## src/rtl/picoblaze_event_port.sv

```systemverilog
// ---------------------------------------------------------------------------
// picoblaze_event_port
//   PicoBlaze input-port block for the RTC controller. Each of N_CH event
//   inputs is edge-detected into a sticky flag. A second edge on a channel
//   whose flag is still set is recorded as an overflow. A registered
//   decoder/mux presents the flags and overflows on the PicoBlaze in_port.
//   Reads clear what they return.
//
//   Optional feature macro: EVT_IRQ_EN
//     When defined, any new event raises o_irq and i_irq_ack clears it.
//     When undefined, o_irq is tied low and i_irq_ack is ignored.
//
// Ports
//   i_clk          system clock; all logic runs on its rising edge
//   i_rst          asynchronous reset, active-high
//   i_evt_in       [N_CH]   event levels/pulses, synchronous to i_clk
//   i_port_id      [8]      PicoBlaze port_id
//   i_read_strobe           PicoBlaze read_strobe
//   i_irq_ack               PicoBlaze interrupt_ack (EVT_IRQ_EN only)
//   o_data_out     [DATA_W] to PicoBlaze in_port, registered
//   o_irq                   interrupt request, registered
//
// Address map (the port_id compare uses all 8 bits)
//   STATUS_ADDR      -> all flags packed, LSB = ch0  (read clears all flags)
//   BASE_ADDR + i    -> flag[i] in bit 0              (read clears flag[i])
//   OVF_ADDR         -> all overflow bits packed      (read clears all ovf)
// ---------------------------------------------------------------------------

// Per-channel edge detector and sticky flag/overflow state.
module picoblaze_event_chan (
    input  logic i_clk,
    input  logic i_rst,
    input  logic i_evt,
    input  logic i_clr_flag,
    input  logic i_clr_ovf,
    output logic o_rise,
    output logic o_flag,
    output logic o_ovf
);
    logic r_evt_d;
    logic r_flag;
    logic r_ovf;
    logic w_rise;
    logic w_ovf_set;

    // r_evt_d resets to 0, so a level held high through reset release
    // still produces exactly one event.
    assign w_rise    = i_evt & ~r_evt_d;
    // A clear on the same edge as a new rise absorbs the rise. The flag
    // stays set and is not counted as a lost event.
    assign w_ovf_set = w_rise & r_flag & ~i_clr_flag;

    always_ff @(posedge i_clk or posedge i_rst) begin
        if (i_rst) begin
            r_evt_d <= 1'b0;
            r_flag  <= 1'b0;
            r_ovf   <= 1'b0;
        end else begin
            r_evt_d <= i_evt;

            if (w_rise)
                r_flag <= 1'b1;
            else if (i_clr_flag)
                r_flag <= 1'b0;

            if (w_ovf_set)
                r_ovf <= 1'b1;
            else if (i_clr_ovf)
                r_ovf <= 1'b0;
        end
    end

    assign o_rise = w_rise;
    assign o_flag = r_flag;
    assign o_ovf  = r_ovf;
endmodule

module picoblaze_event_port #(
    parameter int         N_CH        = 3,
    parameter int         DATA_W      = 8,
    parameter logic [7:0] STATUS_ADDR = 8'h00,
    parameter logic [7:0] BASE_ADDR   = 8'h01,
    parameter logic [7:0] OVF_ADDR    = 8'h0F
) (
    input  logic              i_clk,
    input  logic              i_rst,
    input  logic [N_CH-1:0]   i_evt_in,
    input  logic [7:0]        i_port_id,
    input  logic              i_read_strobe,
    input  logic              i_irq_ack,
    output logic [DATA_W-1:0] o_data_out,
    output logic              o_irq
);
    logic [N_CH-1:0]   w_rise;
    logic [N_CH-1:0]   w_flag;
    logic [N_CH-1:0]   w_ovf;
    logic [N_CH-1:0]   w_ch_hit;
    logic [N_CH-1:0]   w_clr_flag;
    logic              w_status_hit;
    logic              w_ovf_hit;
    logic              w_clr_ovf;
    logic [DATA_W-1:0] w_mux;
    logic [DATA_W-1:0] r_data_out;

    assign w_status_hit = (i_port_id == STATUS_ADDR);
    assign w_ovf_hit    = (i_port_id == OVF_ADDR);
    assign w_clr_ovf    = i_read_strobe & w_ovf_hit;

    for (genvar i = 0; i < N_CH; i++) begin : g_ch
        // 8-bit address arithmetic, so the channel decode wraps the same
        // way as port_id does.
        localparam logic [7:0] CH_ADDR = BASE_ADDR + 8'(i);

        assign w_ch_hit[i]   = (i_port_id == CH_ADDR);
        assign w_clr_flag[i] = i_read_strobe & (w_ch_hit[i] | w_status_hit);

        picoblaze_event_chan u_chan (
            .i_clk      (i_clk),
            .i_rst      (i_rst),
            .i_evt      (i_evt_in[i]),
            .i_clr_flag (w_clr_flag[i]),
            .i_clr_ovf  (w_clr_ovf),
            .o_rise     (w_rise[i]),
            .o_flag     (w_flag[i]),
            .o_ovf      (w_ovf[i])
        );
    end

    // The mux reads the pre-clear state. The value returned on a
    // read_strobe edge was decoded one cycle earlier, so clearing on that
    // edge never hides an event from the reader.
    always_comb begin
        w_mux = '0;
        if (w_status_hit)
            w_mux[N_CH-1:0] = w_flag;
        else if (w_ovf_hit)
            w_mux[N_CH-1:0] = w_ovf;
        else if (|w_ch_hit)
            w_mux[0] = |(w_ch_hit & w_flag);
    end

    always_ff @(posedge i_clk or posedge i_rst) begin
        if (i_rst)
            r_data_out <= '0;
        else
            r_data_out <= w_mux;
    end

    assign o_data_out = r_data_out;

`ifdef EVT_IRQ_EN
    logic r_irq;

    // A new event takes priority over an ack on the same edge, so the
    // second event still raises an interrupt.
    always_ff @(posedge i_clk or posedge i_rst) begin
        if (i_rst)
            r_irq <= 1'b0;
        else if (|w_rise)
            r_irq <= 1'b1;
        else if (i_irq_ack)
            r_irq <= 1'b0;
    end

    assign o_irq = r_irq;
`else
    logic w_unused_irq;

    assign w_unused_irq = ^{i_irq_ack, w_rise};
    assign o_irq        = 1'b0;
`endif
endmodule

```

## config.mk

```make
export PLATFORM = sky130hd
export DESIGN_NAME = picoblaze_event_port
export DESIGN_NICKNAME = d
export VERILOG_FILES = /design/src/rtl/picoblaze_event_port.sv
export SDC_FILE = /design/constraint.sdc
export NUM_CORES = 1
export LEC_CHECK = 0
export BUFFER_PORTS_ARGS = -buffer_cell sky130_fd_sc_hd__buf_2
export CORE_UTILIZATION = 43
export CTS_BUF_LIST = sky130_fd_sc_hd__clkbuf_2
export CTS_CLUSTER_SIZE = 8
export DETAILED_ROUTE_END_ITERATION = 12
export MAX_ROUTING_LAYER = met4
export PLACE_DENSITY = 0.79
export REMOVE_ABC_BUFFERS = 1
export SYNTH_ARGS = -nofsm -noshare
export SYNTH_HDL_FRONTEND = slang
export SYNTH_SLANG_ARGS = --single-unit
```

## constraint.sdc

```tcl
create_clock -name i_clk -period 1.25 [get_ports i_clk]
set_input_delay 0.0625 -clock i_clk [delete_from_list [all_inputs] [get_ports i_clk]]
set_output_delay 0.0625 -clock i_clk [all_outputs]
set_load 0.01 [all_outputs]
```

==> summary.md <==
| Metric | Value |
|---|---|
| Status | completed |
| Final Instance Area | 776 um^2 |
| Grt total ovfl | 0 |
| Filler instances | 90 |
| Die area | 1520 um^2 |
| Die extent in x | 39.0 um |
| Post-CTS Setup Bufs | 0 |
| Register area | 300 um^2 |
| Slowest-stage cell, CP | a2111o_1 |
| # IOs | 24 |
| Final Max Tran Viols | 0 |
| Sequential-to-total area share from yosys stat | 0.510 |
| Yosys cell types | 24 |
| CTS tree | done |
| Yosys top cell area share | 0.510 |
| Count leader, synth | dfrtp_1 |
| Setup slack, reg-to-reg | 10 ps |
| Synthesis warning total | 0 |
| Largest net degree at the start of global routing | 13 |
| I/O Buffers | 16 |
| Post-DP Area | 694 um^2 |
| Final wirelength | 1.17 mm |
| Worst-path cell chain | nand2b_1 > a2111o_1 > a2111oi_4 |
| Power per Cell Area | 880 nW/um^2 |
| First-pass DRT Iterations | 2 |
| Leak | 0.000346 uW |
| RSZ-0062 raised after global routing | yes |
| Pre-CTS setup slack | -139 ps |
| DRC violations left | 0 |
| CP Max Fanout | 2 |
| Dominant synthesized flop cell | dfrtp_1 |
| Commonest cells in the synthesized netlist | 12 x dfrtp_1, 6 x buf_4, 4 x nand2b_1 |
| Core Area | 1190 um^2 |
| Non-Filler Instances | 95 |
| Multi-input gate area in the final layout | 267 um^2 |
| Antenna Nets Post-Route | 0 |
| Hold WC Path Type | input port to register |
| Top post-synthesis cells by area | dfrtp_1 51%, buf_4 7.6%, o2bb2ai_1 4.5% |
| Sink Count | 12 |
| Post-Syn Instances | 53 |
| Peak VDD IR | 0.729 mV |
| # setup viols final | 0 |
| Area grow syn2layout | 31.6% |
| Netlist Area Pre-Place | 589 um^2 |
| Hold WS | 188 ps |
| Post-synth ARST share | 1.00 |
| Setup crit start kind | register |
| Clock buffer depth | 2 |
| Final nets | 97 |
| CTS root buffer | clkbuf_2 |
| Crit path DAT | 1400 ps |
| Final GP Congestion | 0.787 |
| Period minus WS final | 1240 ps |
| Cts bufs inserted | 3 |
| Starting DRT DRC Count | 5 |
| First-pass GRT wire length | 1.62 mm |
| Hold Fails Final Rpt | 0 |
| WL per Instance | 12.3 um |
| Critical Path Max Stage Delay | 400 ps |
| Rows | 12 |
| Worst Path Required | 1410 ps |
| Avg Cell Area, Syn | 11.1 um^2 |
| Clock skew | 13.6 ps |
| Final worst slack | 11.3 ps |
| FF+latch count, synth | 12 |
| Placed Cells | 87 |
| Clock latency on the worst-skew pair | 260 ps |
| Dominant cell type by area after synthesis | dfrtp_1 |
| Post-synth EDFFs | 0 |
| Hpwl dp | 917 um |
| Antenna violations before repair | 0 |
| Total Power | 683 uW |
| Layout cell share with drive strength beyond 1 | 0.370 |
| Vias per cell | 4.96 |
| CP endpoint kind | register |
| Fmax | 807 MHz |
| Max_cap viols | 0 |
| Clock transition at path regs | 120 ps |
| Initial core utilization | 0.497 |
| Via Count | 471 |
| Critical path class | register to register |
| CTS H-tree lvls | 1 |
| Vias in the first global route | 397 |
| DIE HEIGHT | 39.0 um |
| GRT Resource Usage Total | 0.173 |
| Final period utilization | 0.991 |
| Ant diodes | 0 |
report_power, final:
| part | total (uW) | leakage (uW) | internal [uW] | switching, uW |
|---|---|---|---|---|
| Sequential | 398 | 0.000130 | 396 | 2.27 |
| Combinational | 96.8 | 0.000203 | 46.8 | 50.0 |
| Clock | 188 | 0.0000140 | 69.5 | 118 |
| Total | 682 | 0.000346 | 512 | 171 |
final cells by class:
cell class | instances | area share
Tap cell | 14 | 0.0226
Clock buffer | 3 | 0.0194
Clock inverter | 1 | 0.00484
Inverter | 2 | 0.00968
Timing Repair Buffer | 26 | 0.213
Sequential cell | 12 | 0.387
Multi-Input combinational cell | 37 | 0.344
metrics by stage:
stage / utilization / setup TNS (ps)
5_1_grt: 0.654 / -27.8
3_3_place_gp: 0.585 / -468
6_report: 0.654 / 0
4_1_cts: 0.639 / 0
3_5_place_dp: 0.585 / -727
2_1_floorplan: - / -34.8
logic make-up (layout without fill, tap and decap cells):
family,Yosys count,after routing,synth area share
AOI/OAI and AO/OA,11,11,0.161
other,1,6,0.00636
buffers and inverters,9,32,0.108
DFF,12,12,0.510
and+or+nand+nor,19,19,0.200
xor gates and xnor gates,1,1,0.0149
state kept, by name, summed over array words and instances (netlist names):
register             flops
o_data_out               3
g_ch.u_chan.r_evt_d      3
g_ch.u_chan.o_flag       3
g_ch.u_chan.o_ovf        3
layer usage:
layer	global-route usage	vias up	share of wire
met2	0.279	12	0.49
met1	0.196	219	0.45
met3	0.0867	2	0.046
met5	-	-	0
li1	-	238	-
met4	0.0259	0	0.0068
worst max-delay path, delay by kind of cell, from the launching register on:
kind             cells  cell delay, ps
AO/OA/AOI/OAI        2             700
flip-flops           1             370
AND/OR/NAND/NOR      1              70
path summary, 6_finish.rpt:
check / from / to / cells past startpoint
worst max-delay path: g_ch[1].u_chan.o_flag$_DFFE_PP0P_ / o_data_out[0]$_DFF_PP0_ / 3
min in group asynchronous: i_rst / g_ch[2].u_chan.r_evt_d$_DFF_PP0_ / 3
worst min-delay path: i_port_id[3] / g_ch[1].u_chan.o_flag$_DFFE_PP0P_ / 4
max in group asynchronous: i_rst / g_ch[0].u_chan.o_ovf$_DFFE_PP0P_ / 3
worst min register to register: g_ch[1].u_chan.r_evt_d$_DFF_PP0_ / g_ch[1].u_chan.o_flag$_DFFE_PP0P_ / 2
worst max register to register: g_ch[1].u_chan.o_flag$_DFFE_PP0P_ / o_data_out[0]$_DFF_PP0_ / 3
what timing repair did:
item,4_1_cts,5_1_grt
hold endpoints to repair,15,0
setup endpoints to repair,1,1
pin swaps,2,0
gates resized for setup,1,2
hold buffers,4,0
gates cloned,0,0
placed cells by master (no fill, tap or decap), drive strengths merged, types with 2 or more instances in the layout:
cell type / n
dfrtp: 12
inv: 2
nor2: 3
conb: 6
or4: 2
nand2: 3
a22o: 2
clkbuf: 3
nand2b: 4
o2bb2ai: 3
buf: 22
dlygate4sd3: 4
o31ai: 3
(Power assumes the default switching activity.)
